## src/rtl/mem_fill_xcel_pkg.sv

```systemverilog
// Shared types and constants for the memory-fill accelerator.
package mem_fill_xcel_pkg;

    // Control FSM states.
    typedef enum logic [1:0] {
        IDLE  = 2'd0,
        WRITE = 2'd1,
        DONE  = 2'd2
    } fill_state_t;

    // Byte distance between consecutive 32-bit words.
    localparam logic [15:0] FILL_ADDR_INCR = 16'd4;

    // Word-align a byte address by clearing its two low bits.
    function automatic logic [15:0] word_align(input logic [15:0] addr);
        return {addr[15:2], 2'b00};
    endfunction

endpackage

```

## src/rtl/mem_fill_xcel_if.sv

```systemverilog
// Memory write port shared by the fill accelerator and the test memory.
//
// Handshake: the master raises mem_val with mem_addr/mem_wdata stable and
// holds all three unchanged until a cycle in which mem_rdy is also high.
// A write is transferred on every rising edge where mem_val && mem_rdy.
// The slave may drive mem_rdy independently of mem_val.
interface mem_fill_xcel_if;
    logic        mem_val;
    logic [31:0] mem_addr;
    logic [31:0] mem_wdata;
    logic        mem_rdy;

    modport master (
        output mem_val,
        output mem_addr,
        output mem_wdata,
        input  mem_rdy
    );

    modport slave (
        input  mem_val,
        input  mem_addr,
        input  mem_wdata,
        output mem_rdy
    );
endinterface

```

## src/rtl/mem_fill_xcel_dpath.sv

```systemverilog
// Datapath for the fill accelerator: address, data, step and remaining-count
// registers plus the increment logic and the last-word compare.
module mem_fill_xcel_dpath
    import mem_fill_xcel_pkg::*;
(
    input  logic        clk,
    input  logic        rst,
    input  logic        load,
    input  logic        advance,
    input  logic [15:0] in_base,
    input  logic [6:0]  in_size,
    input  logic [31:0] in_value,
    input  logic [31:0] in_step,
    output logic [15:0] addr,
    output logic [31:0] data,
    output logic        last
);

    logic [15:0] addr_reg;
    logic [31:0] data_reg;
    logic [31:0] step_reg;
    logic [6:0]  rem_reg;

    // Latch a new command on load, otherwise step to the next word on advance.
    always_ff @(posedge clk or negedge rst) begin
        if (!rst) begin
            addr_reg <= '0;
            data_reg <= '0;
            step_reg <= '0;
            rem_reg  <= '0;
        end else if (load) begin
            addr_reg <= word_align(in_base);
            data_reg <= in_value;
            step_reg <= in_step;
            rem_reg  <= in_size;
        end else if (advance) begin
            // Both adders wrap naturally at their register width.
            addr_reg <= addr_reg + FILL_ADDR_INCR;
            data_reg <= data_reg + step_reg;
            rem_reg  <= rem_reg - 7'd1;
        end
    end

    assign addr = addr_reg;
    assign data = data_reg;
    assign last = (rem_reg == 7'd1);

endmodule

```

## src/rtl/mem_fill_xcel.sv

```systemverilog
// Memory-fill accelerator: on go, writes in_size words of an arithmetic
// sequence to consecutive word addresses and pulses done when finished.
module mem_fill_xcel
    import mem_fill_xcel_pkg::*;
(
    input  logic                clk,
    input  logic                rst,
    input  logic                go,
    input  logic [15:0]         in_base,
    input  logic [6:0]          in_size,
    input  logic [31:0]         in_value,
    input  logic [31:0]         in_step,
    mem_fill_xcel_if.master     mem,
    output logic                busy,
    output logic                done,
    output fill_state_t         dbg_state
);

    fill_state_t state;
    logic        mem_val_q;
    logic        load;
    logic        advance;
    logic        last;
    logic [15:0] addr;
    logic [31:0] data;

    // A command is taken only in IDLE; a word moves only on a handshake.
    assign load    = (state == IDLE) && go;
    assign advance = (state == WRITE) && mem.mem_rdy;

    mem_fill_xcel_dpath u_dpath (
        .clk      (clk),
        .rst      (rst),
        .load     (load),
        .advance  (advance),
        .in_base  (in_base),
        .in_size  (in_size),
        .in_value (in_value),
        .in_step  (in_step),
        .addr     (addr),
        .data     (data),
        .last     (last)
    );

    // Control FSM with registered mem_val/busy/done outputs.
    always_ff @(posedge clk or negedge rst) begin
        if (!rst) begin
            state     <= IDLE;
            mem_val_q <= 1'b0;
            busy      <= 1'b0;
            done      <= 1'b0;
        end else begin
            case (state)
                IDLE: begin
                    done <= 1'b0;
                    if (go) begin
                        busy <= 1'b1;
                        if (in_size != 7'd0) begin
                            state     <= WRITE;
                            mem_val_q <= 1'b1;
                        end else begin
                            // Empty command completes without any write.
                            state <= DONE;
                            done  <= 1'b1;
                        end
                    end
                end
                WRITE: begin
                    if (mem.mem_rdy && last) begin
                        state     <= DONE;
                        mem_val_q <= 1'b0;
                        done      <= 1'b1;
                    end
                end
                DONE: begin
                    state <= IDLE;
                    done  <= 1'b0;
                    busy  <= 1'b0;
                end
                default: begin
                    state     <= IDLE;
                    mem_val_q <= 1'b0;
                    busy      <= 1'b0;
                    done      <= 1'b0;
                end
            endcase
        end
    end

    assign mem.mem_val   = mem_val_q;
    assign mem.mem_addr  = {16'b0, addr};
    assign mem.mem_wdata = data;
    assign dbg_state     = state;

endmodule

```

## src/flat_wrapper.sv

```systemverilog
// flat-port wrapper written by rule: the top's interface ports become plain ports
module mem_fill_xcel_flat import mem_fill_xcel_pkg::*;
  (clk, rst, go, in_base, in_size, in_value, in_step, busy, done, dbg_state, mem_mem_val, mem_mem_addr, mem_mem_wdata, mem_mem_rdy);
  mem_fill_xcel_if mem_i ();
  input  logic clk;
  input  logic rst;
  input  logic go;
  input  logic [15:0] in_base;
  input  logic [6:0] in_size;
  input  logic [31:0] in_value;
  input  logic [31:0] in_step;
  output logic busy;
  output logic done;
  output fill_state_t dbg_state;
  output wire logic [$bits(mem_i.mem_val)-1:0] mem_mem_val;
  output wire logic [$bits(mem_i.mem_addr)-1:0] mem_mem_addr;
  output wire logic [$bits(mem_i.mem_wdata)-1:0] mem_mem_wdata;
  input wire logic [$bits(mem_i.mem_rdy)-1:0] mem_mem_rdy;
  assign mem_mem_val = mem_i.mem_val;
  assign mem_mem_addr = mem_i.mem_addr;
  assign mem_mem_wdata = mem_i.mem_wdata;
  assign mem_i.mem_rdy = mem_mem_rdy;
  mem_fill_xcel u_core (.clk(clk), .rst(rst), .go(go), .in_base(in_base), .in_size(in_size), .in_value(in_value), .in_step(in_step), .mem(mem_i), .busy(busy), .done(done), .dbg_state(dbg_state));
endmodule
```

## config.mk

```make
export PLATFORM = sky130hd
export DESIGN_NAME = mem_fill_xcel_flat
export DESIGN_NICKNAME = d
export VERILOG_FILES = /design/src/rtl/mem_fill_xcel_pkg.sv /design/src/rtl/mem_fill_xcel_if.sv /design/src/rtl/mem_fill_xcel_dpath.sv /design/src/rtl/mem_fill_xcel.sv /design/src/flat_wrapper.sv
export SDC_FILE = /design/constraint.sdc
export NUM_CORES = 1
export LEC_CHECK = 0
export BUFFER_PORTS_ARGS = -buffer_cell sky130_fd_sc_hd__clkbuf_2
export CORE_MARGIN = 10
export CORE_UTILIZATION = 53
export CTS_CLUSTER_SIZE = 16
export DETAILED_ROUTE_END_ITERATION = 10
export GPL_TIMING_DRIVEN = 0
export HOLD_SLACK_MARGIN = 0.1
export PLACE_DENSITY = 0.81
export SETUP_SLACK_MARGIN = 0.1
export SLEW_MARGIN = 30
export SYNTH_ARGS = -nofsm -noshare
export SYNTH_HDL_FRONTEND = slang
export SYNTH_SLANG_ARGS = --single-unit
```

## constraint.sdc

```tcl
create_clock -name clk -period 3.4 [get_ports clk]
set_input_delay 0.34 -clock clk [delete_from_list [all_inputs] [get_ports clk]]
set_output_delay 0.34 -clock clk [all_outputs]
set_load 0.03 [all_outputs]
```

==> flow_metrics.tcl, run 1 <==
set metrics [dict create \
    outcome "finished clean" \
    worstMarginPinSlew_ns 0.707 \
    cp.required_ns 3.65 \
    h-tree-depth 3 \
    grt_max_degree 49 \
    ys_warn_count 0 \
    swShare_pct 50.6 \
    clock-sinks 90 \
    timing.fmax_ghz 0.314 \
    synth-async-reset-ratio_pct 100 \
    drtPass1Iterations 5 \
    ios 160 \
    clk_path_buf_depth 2 \
    synth_top_area_share_pct 39.2 \
    syn_to_final_growth_pct 21.9 \
    grt_usage_pct 23.2 \
    grt_pass1_wl_um 28600 \
    initial_core_util_pct 54.9 \
    powerDensity_mw_per_mm2 1140 \
    final.period_utilization_pct 93.6 \
    rsz0062_at_grt "true" \
    vias 5598 \
    antenna_found_initial 0 \
    routabilityCongestion 0.918 \
    wire_per_inst_um 18.7 \
    grt_overflow 0 \
    clock_latency_ns 0.38 \
    synth_edf_count 0 \
    worstPathMaxFanout 4 \
    wl_um 18100 \
    crit_end "u_core.u_dpath.data[26]$_DFFE_PN0P_" \
    relSlewSlack_pct 52.8 \
    rows 37 \
    p_int_w 0.00396 \
    end_kind "flop" \
    fp.dieH_um 124 \
    synth.cell_area_mm2 0.00575 \
    viasPerCell 5.80 \
    dieArea_mm2 0.0154 \
    reg2reg_slack_ns 0.22 \
    ff2ff_path_depth 10 \
    critPathKind "flop to flop" \
    setup_viol 0 \
    io_buffers 139 \
    synthDistinctLibCells 61 \
    num-nets-final 950 \
    ys_seq_elements 90 \
    maxCapViolations 0 \
    cts_tree "built" \
    ir_worst_vdd_v 0.000605 \
    dp.cells 947 \
    cp-startpoint "u_core.u_dpath.data[0]$_DFFE_PN0P_" \
    syn_avg_cell_area_um2 8.79 \
    yosysSeqAreaShare_pct 39.2 \
    drtIter0Drc 519 \
    grt_pass1_vias 5703 \
    final_common_cell "clkbuf_2" \
    fillCellCount 909 \
    dp_hpwl_um 13900 \
    syn_inst 654 \
    maxSlewViolCount 0 \
    hold_viol 0 \
    finClkSkew_ns 0.00705 \
    yosysTopAreaCell "dfrtp_1" \
    power.share.sequential_pct 25.6 \
    wl_met2_um 8400 \
    synth_area_leaders "dfrtp_1 (39%), nand2_1 (8.9%), ha_1 (7.4%)" \
    timing.rr.end "u_core.u_dpath.data[26]$_DFFE_PN0P_" \
    diodes 0 \
    synth_ff_type "dfrtp_1" \
    final_cell_mix "clkbuf_2 (138), nand2_1 (136), dfrtp_1 (90), o21ai_0 (46)" \
    p_leak_nw 3.57 \
    fin_cells 965 \
    root_buffer "clkbuf_8" \
    r2r_start "u_core.u_dpath.data[0]$_DFFE_PN0P_" \
    core_area_mm2 0.0105 \
    start_kind "flop" \
    die_x_um 124 \
    clk_pin_slew_ns 0.09 \
    clockPowerShare_pct 11.5 \
    worstPathArrival_ns 3.43 \
    p_sw_w 0.00406 \
    hold_path.class "primary input to flop" \
    fin_setup_tns_ns 0 \
    m1WireLength_um 7860 \
    maxUsedRoutingLayer "met4" \
    fin_crit_ns 3.18 \
    drive_above_1_share_pct 22.9 \
    drc 0 \
    numCtsBuffers 9 \
    routed-wl-met3_um 1530 \
    ant_nets 0 \
    combPwrFrac_pct 62.9 \
]
## per-layer routing
layer / global-route usage (%) / vias to the layer above
met5: 0 / -
met4: 6.76 / 0
met3: 6.33 / 23
met2: 36.7 / 213
met1: 30.5 / 2684
li1: - / 2678
## per-stage QoR
stage          area (µm²)  hold WS (ns)  setup WS, ns  total power, W  utilization (%)
2_1_floorplan        5810        0.0444         0.439         0.00564                -
3_3_place_gp         6680         0.466         0.234         0.00680             63.8
3_5_place_dp         6710         0.292         0.173         0.00697             64.2
4_1_cts              6980         0.139         0.146         0.00792             66.7
5_1_grt              7010         0.133        0.0890         0.00866             67.0
6_report             7010         0.150         0.218         0.00801             67.0
## worst max-delay path, cell delays in order, from the launching register on
cell and delay (ns):
dfrtp_1 0.43, ha_1 0.27, fa_1 0.45, a211oi_2 0.30, o21bai_2 0.16, o311a_1 0.39
o32ai_4 0.36, o21a_1 0.28, o21ai_1 0.11, xnor2_1 0.20, o21ai_1 0.09
## cell usage after synthesis, types with 10 or more instances
| master | number |
|---|---|
| a21o_1 | 16 |
| xor2_1 | 10 |
| nand2_1 | 136 |
| clkbuf_1 | 34 |
| ha_1 | 34 |
| a22oi_1 | 30 |
| a31oi_1 | 12 |
| o21ai_1 | 13 |
| xnor2_1 | 17 |
| inv_1 | 12 |
| a221o_1 | 10 |
| dfrtp_1 | 90 |
| nor2_1 | 24 |
| o21ai_0 | 46 |
| a21oi_1 | 27 |
| and3_1 | 21 |
| buf_4 | 18 |
## cell families after synthesis
kind of cell	synth area share (%)
and+or+nand+nor	17.3
AOI/OAI and AO/OA	26.0
DFF	39.2
buffers and inverters	5.44
adders and majority gates	7.75
xor gates and xnor gates	4.11
other	0.0652
muxes	0.174
## power groups by stage
stage	clock network (W)	logic [W]	registers [W]
floorplan	0	0.00312	0.00252
global placement	0	0.00478	0.00203
detailed placement	0	0.00491	0.00206
CTS	0.000933	0.00495	0.00204
global route	0.000981	0.00556	0.00212
finish	0.000922	0.00504	0.00205
## worst min path at each step
stage	depth (start not counted)	slack [ns]	startpoint	end
2_1_floorplan	0	0.04	rst	u_core.busy$_DFFE_PN0P_
3_3_place_gp	2	0.47	u_core.u_dpath.step_reg[23]$_DFFE_PN0P_	u_core.u_dpath.step_reg[23]$_DFFE_PN0P_
3_5_place_dp	1	0.29	rst	u_core.u_dpath.rem_reg[3]$_DFFE_PN0P_
4_1_cts	3	0.14	in_step[20]	u_core.u_dpath.step_reg[20]$_DFFE_PN0P_
5_1_grt	3	0.13	in_step[24]	u_core.u_dpath.step_reg[24]$_DFFE_PN0P_
6_report	3	0.15	in_step[20]	u_core.u_dpath.step_reg[20]$_DFFE_PN0P_
## cell type report
class | count | area, µm² | area share (%)
plain buffers | 53 | 268 | 3.82
clock buffers | 11 | 151 | 2.16
clock inverters | 5 | 100 | 1.43
inverters | 12 | 45.0 | 0.643
multi-input cells | 516 | 3270 | 46.7
flip-flops and latches | 90 | 2250 | 32.1
well taps | 136 | 170 | 2.43
repair buffers | 142 | 749 | 10.7
## timing repair
item | 4_1_cts | 5_1_grt
setup endpoints to repair | 0 | 3
setup buffers | 0 | 1
hold buffers | 1 | 0
endpoints found under the hold margin | 42 | 0
gates resized for setup | 0 | 3
Power figures use the tool's default switching activity.
==> inputs of run 2 (changes only) <==
ABC_AREA = 1   (was unset)
CORE_UTILIZATION = 35   (was 53)
PLACE_DENSITY = unset   (was 0.81)
==> run 2 against run 1 <==
  * First-iteration DRC count is 17% lower
  * Critical path depth stayed put
  * Combinational power is 15% higher
  * Register-to-register slack better by 0.93 ns
  * Flip-flop and latch count stayed put
  * Setup slack better by 0.93 ns
  * Power is 10% higher
  * Area after synthesis is 14% higher
  * Clock skew is 0.0060 ns higher
  * Highest routed layer unchanged
==> flow_metrics.tcl, run 2 <==
set metrics [dict create \
    p_leak_nw 4.62 \
    timing.rr.end "u_core.u_dpath.data[28]$_DFFE_PN0P_" \
    ff2ff_path_depth 10 \
    yosysTopAreaCell "dfrtp_1" \
    hold_ws_ns 0.164 \
    ys_warn_count 0 \
    syn_to_final_growth_pct 21.0 \
    hold_viol 0 \
    final_common_cell "nand2_1" \
    h-tree-depth 3 \
    syn_avg_cell_area_um2 6.61 \
    ys_seq_elements 90 \
    synth_area_leaders "dfrtp_1 (34%), nand2_1 (24%), inv_1 (8.1%)" \
    drc 0 \
    fp.dieH_um 157 \
    crit_path_top_delay_cell "fa_1" \
    syn_inst 994 \
    rsz0062_at_grt "false" \
    maxCapViolations 0 \
    drtIter0Drc 432 \
    powerDensity_mw_per_mm2 1110 \
    diodes 0 \
    synthDistinctLibCells 34 \
    clk_pin_slew_ns 0.08 \
    synth.cell_area_mm2 0.00657 \
    end_kind "flop" \
    fillCellCount 1984 \
    num-nets-final 1289 \
    max_stage_delay_ns 0.48 \
    timing.fmax_ghz 0.444 \
    clk_path_buf_depth 2 \
    final_cell_mix "nand2_1 (417), inv_1 (142), clkbuf_2 (138), dfrtp_1 (90), nand3_1 (64)" \
    final.period_utilization_pct 66.2 \
    finClkSkew_ns 0.0131 \
    r2r_start "u_core.u_dpath.data[0]$_DFFE_PN0P_" \
    synth_edf_count 0 \
    fin_ws_ns 1.15 \
    cts_setup_buffers 0 \
    core_area_mm2 0.0186 \
    setup_viol 0 \
    relSlewSlack_pct 51.6 \
    synth_common_cells "nand2_1 (417), inv_1 (142), dfrtp_1 (90), nand3_1 (64), nor2_1 (62)" \
    rows 50 \
    synth-async-reset-ratio_pct 100 \
    worstPathMaxFanout 4 \
    routabilityCongestion 0.913 \
    synth.most_common_cell "nand2_1" \
    grt_usage_pct 17.2 \
    root_buffer "clkbuf_16" \
    ios 160 \
    worstPathArrival_ns 2.49 \
    outcome "finished clean" \
    cts_tree "built" \
    fin_setup_tns_ns 0 \
    wl_um 21000 \
    ir_worst_vdd_v 0.000415 \
    critPathKind "flop to flop" \
    initial_core_util_pct 35.4 \
    grt_pass1_vias 6380 \
    drive_above_1_share_pct 16.6 \
    antenna_found_initial 0 \
    post-place-ws_ns 1.15 \
    path_common_cell "nand3_1" \
    worstMarginPinSlew_ns 0.727 \
    viasPerCell 4.59 \
    dieArea_mm2 0.0246 \
    io_buffers 139 \
    min_delay_path_depth 3 \
    maxSlewViolCount 0 \
    synth_ff_type "dfrtp_1" \
    start_kind "flop" \
    holdCritStartpoint "in_step[14]" \
    fin_crit_ns 2.25 \
    grt_overflow 0 \
    grt_pass1_wl_um 33300 \
    die_x_um 157 \
    regArea_mm2 0.00225 \
    synth_top_area_share_pct 34.3 \
    yosysSeqAreaShare_pct 34.3 \
    clock_latency_ns 0.36 \
    min_to "u_core.u_dpath.step_reg[14]$_DFFE_PN0P_" \
    vias 6428 \
    reg2reg_slack_ns 1.15 \
    wire_per_inst_um 15.0 \
    multi_input_area_mm2 0.00358 \
    cp.required_ns 3.64 \
    hold_path.class "primary input to flop" \
    grt_max_degree 52 \
    clock-sinks 90 \
    fin_util_pct 42.8 \
    drtPass1Iterations 5 \
    crit_chain "ha_1 -> fa_1 -> nand3_1 -> nand3_1 -> nand3_1 -> nand3_1 -> nand2_1 -> nand3_1 -> nand3_1 -> nand2_1" \
    ant_nets 0 \
    numCtsBuffers 9 \
    dp_hpwl_um 17100 \
]
## run 2: changes by cell type in the layout (fill, tap and decap cells not counted), moves of 13 or more
cell / delta
clkbuf_1: -26
a22oi_1: -30
nor2_1: +38
a22o_1: +17
a21o_1: -15
nand2_1: +281
inv_1: +130
and3_1: -21
o21ai_0: -32
o21ai_1: -13
nand3_1: +55
## run 2: layout make-up
| cell class | instances | share of cell area [%] |
|---|---|---|
| Multi-Input combinational cell | 732 | 45.1 |
| Sequential cell | 90 | 28.3 |
| Timing Repair Buffer | 141 | 9.34 |
| Inverter | 148 | 6.99 |
| Tap cell | 234 | 3.69 |
| Buffer | 41 | 3.07 |
| Clock buffer | 9 | 2.83 |
| Clock inverter | 6 | 0.661 |
## run 2: worst max path at each step
stage,from,to,slack (ns),depth (start not counted)
3_5_place_dp,u_core.u_dpath.data[0]$_DFFE_PN0P_,u_core.u_dpath.data[20]$_DFFE_PN0P_,1.15,10
4_1_cts,u_core.u_dpath.data[0]$_DFFE_PN0P_,u_core.u_dpath.data[20]$_DFFE_PN0P_,1.11,10
6_report,u_core.u_dpath.data[0]$_DFFE_PN0P_,u_core.u_dpath.data[28]$_DFFE_PN0P_,1.15,10
2_1_floorplan,u_core.u_dpath.data[0]$_DFFE_PN0P_,u_core.u_dpath.data[20]$_DFFE_PN0P_,1.39,10
5_1_grt,u_core.u_dpath.data[0]$_DFFE_PN0P_,u_core.u_dpath.data[20]$_DFFE_PN0P_,0.97,10
3_3_place_gp,rst,u_core.u_dpath.data[30]$_DFFE_PN0P_,0.79,1
## run 2: cell families (layout without fill, tap and decap cells)
| group | after synthesis | count (layout) | synth area share, % |
|---|---|---|---|
| AO/OA/AOI/OAI | 92 | 92 | 9.35 |
| flip-flops | 90 | 90 | 34.3 |
| buffers and inverters | 189 | 345 | 12.2 |
| other | 1 | 18 | 0.0571 |
| XOR/XNOR | 24 | 24 | 3.20 |
| AND/OR/NAND/NOR | 563 | 563 | 34.2 |
| adder cells (fa/ha/maj) | 35 | 35 | 6.78 |
## run 2: timing repair
action,in CTS,in global routing
hold endpoints to repair,39,0
hold buffers,1,0
gates resized for setup,0,0
## run 2: critical path: cells and delay by family, from the launching register on
kind | cells | cell delay (ns)
adder cells (fa/ha/maj) | 2 | 0.74
flip-flops | 1 | 0.40
AND/OR/NAND/NOR | 8 | 1.00
## run 2: power by group
group          total (W)  internal, W  switching [W]
registers        0.00208      0.00161       0.000467
logic            0.00578      0.00194        0.00383
clock network   0.000968     0.000502       0.000466
## run 2: stage by stage
step           instances  total power, W  instance area, µm²
6_report            1401         0.00882                7950
5_1_grt             1401         0.00972                7950
4_1_cts             1401         0.00889                7950
3_5_place_dp        1385         0.00787                7660
3_3_place_gp        1384         0.00783                7620
2_1_floorplan       1011         0.00623                6630
## run 2: per-layer routing
metal / GRT usage [%] / vias up / part of all wire [%]
li1: - / 3405 / -
met1: 23.1 / 2860 / 49
met2: 26.5 / 136 / 44
met3: 3.63 / 27 / 5.3
met4: 6.34 / 0 / 2.2
met5: 0 / - / 0
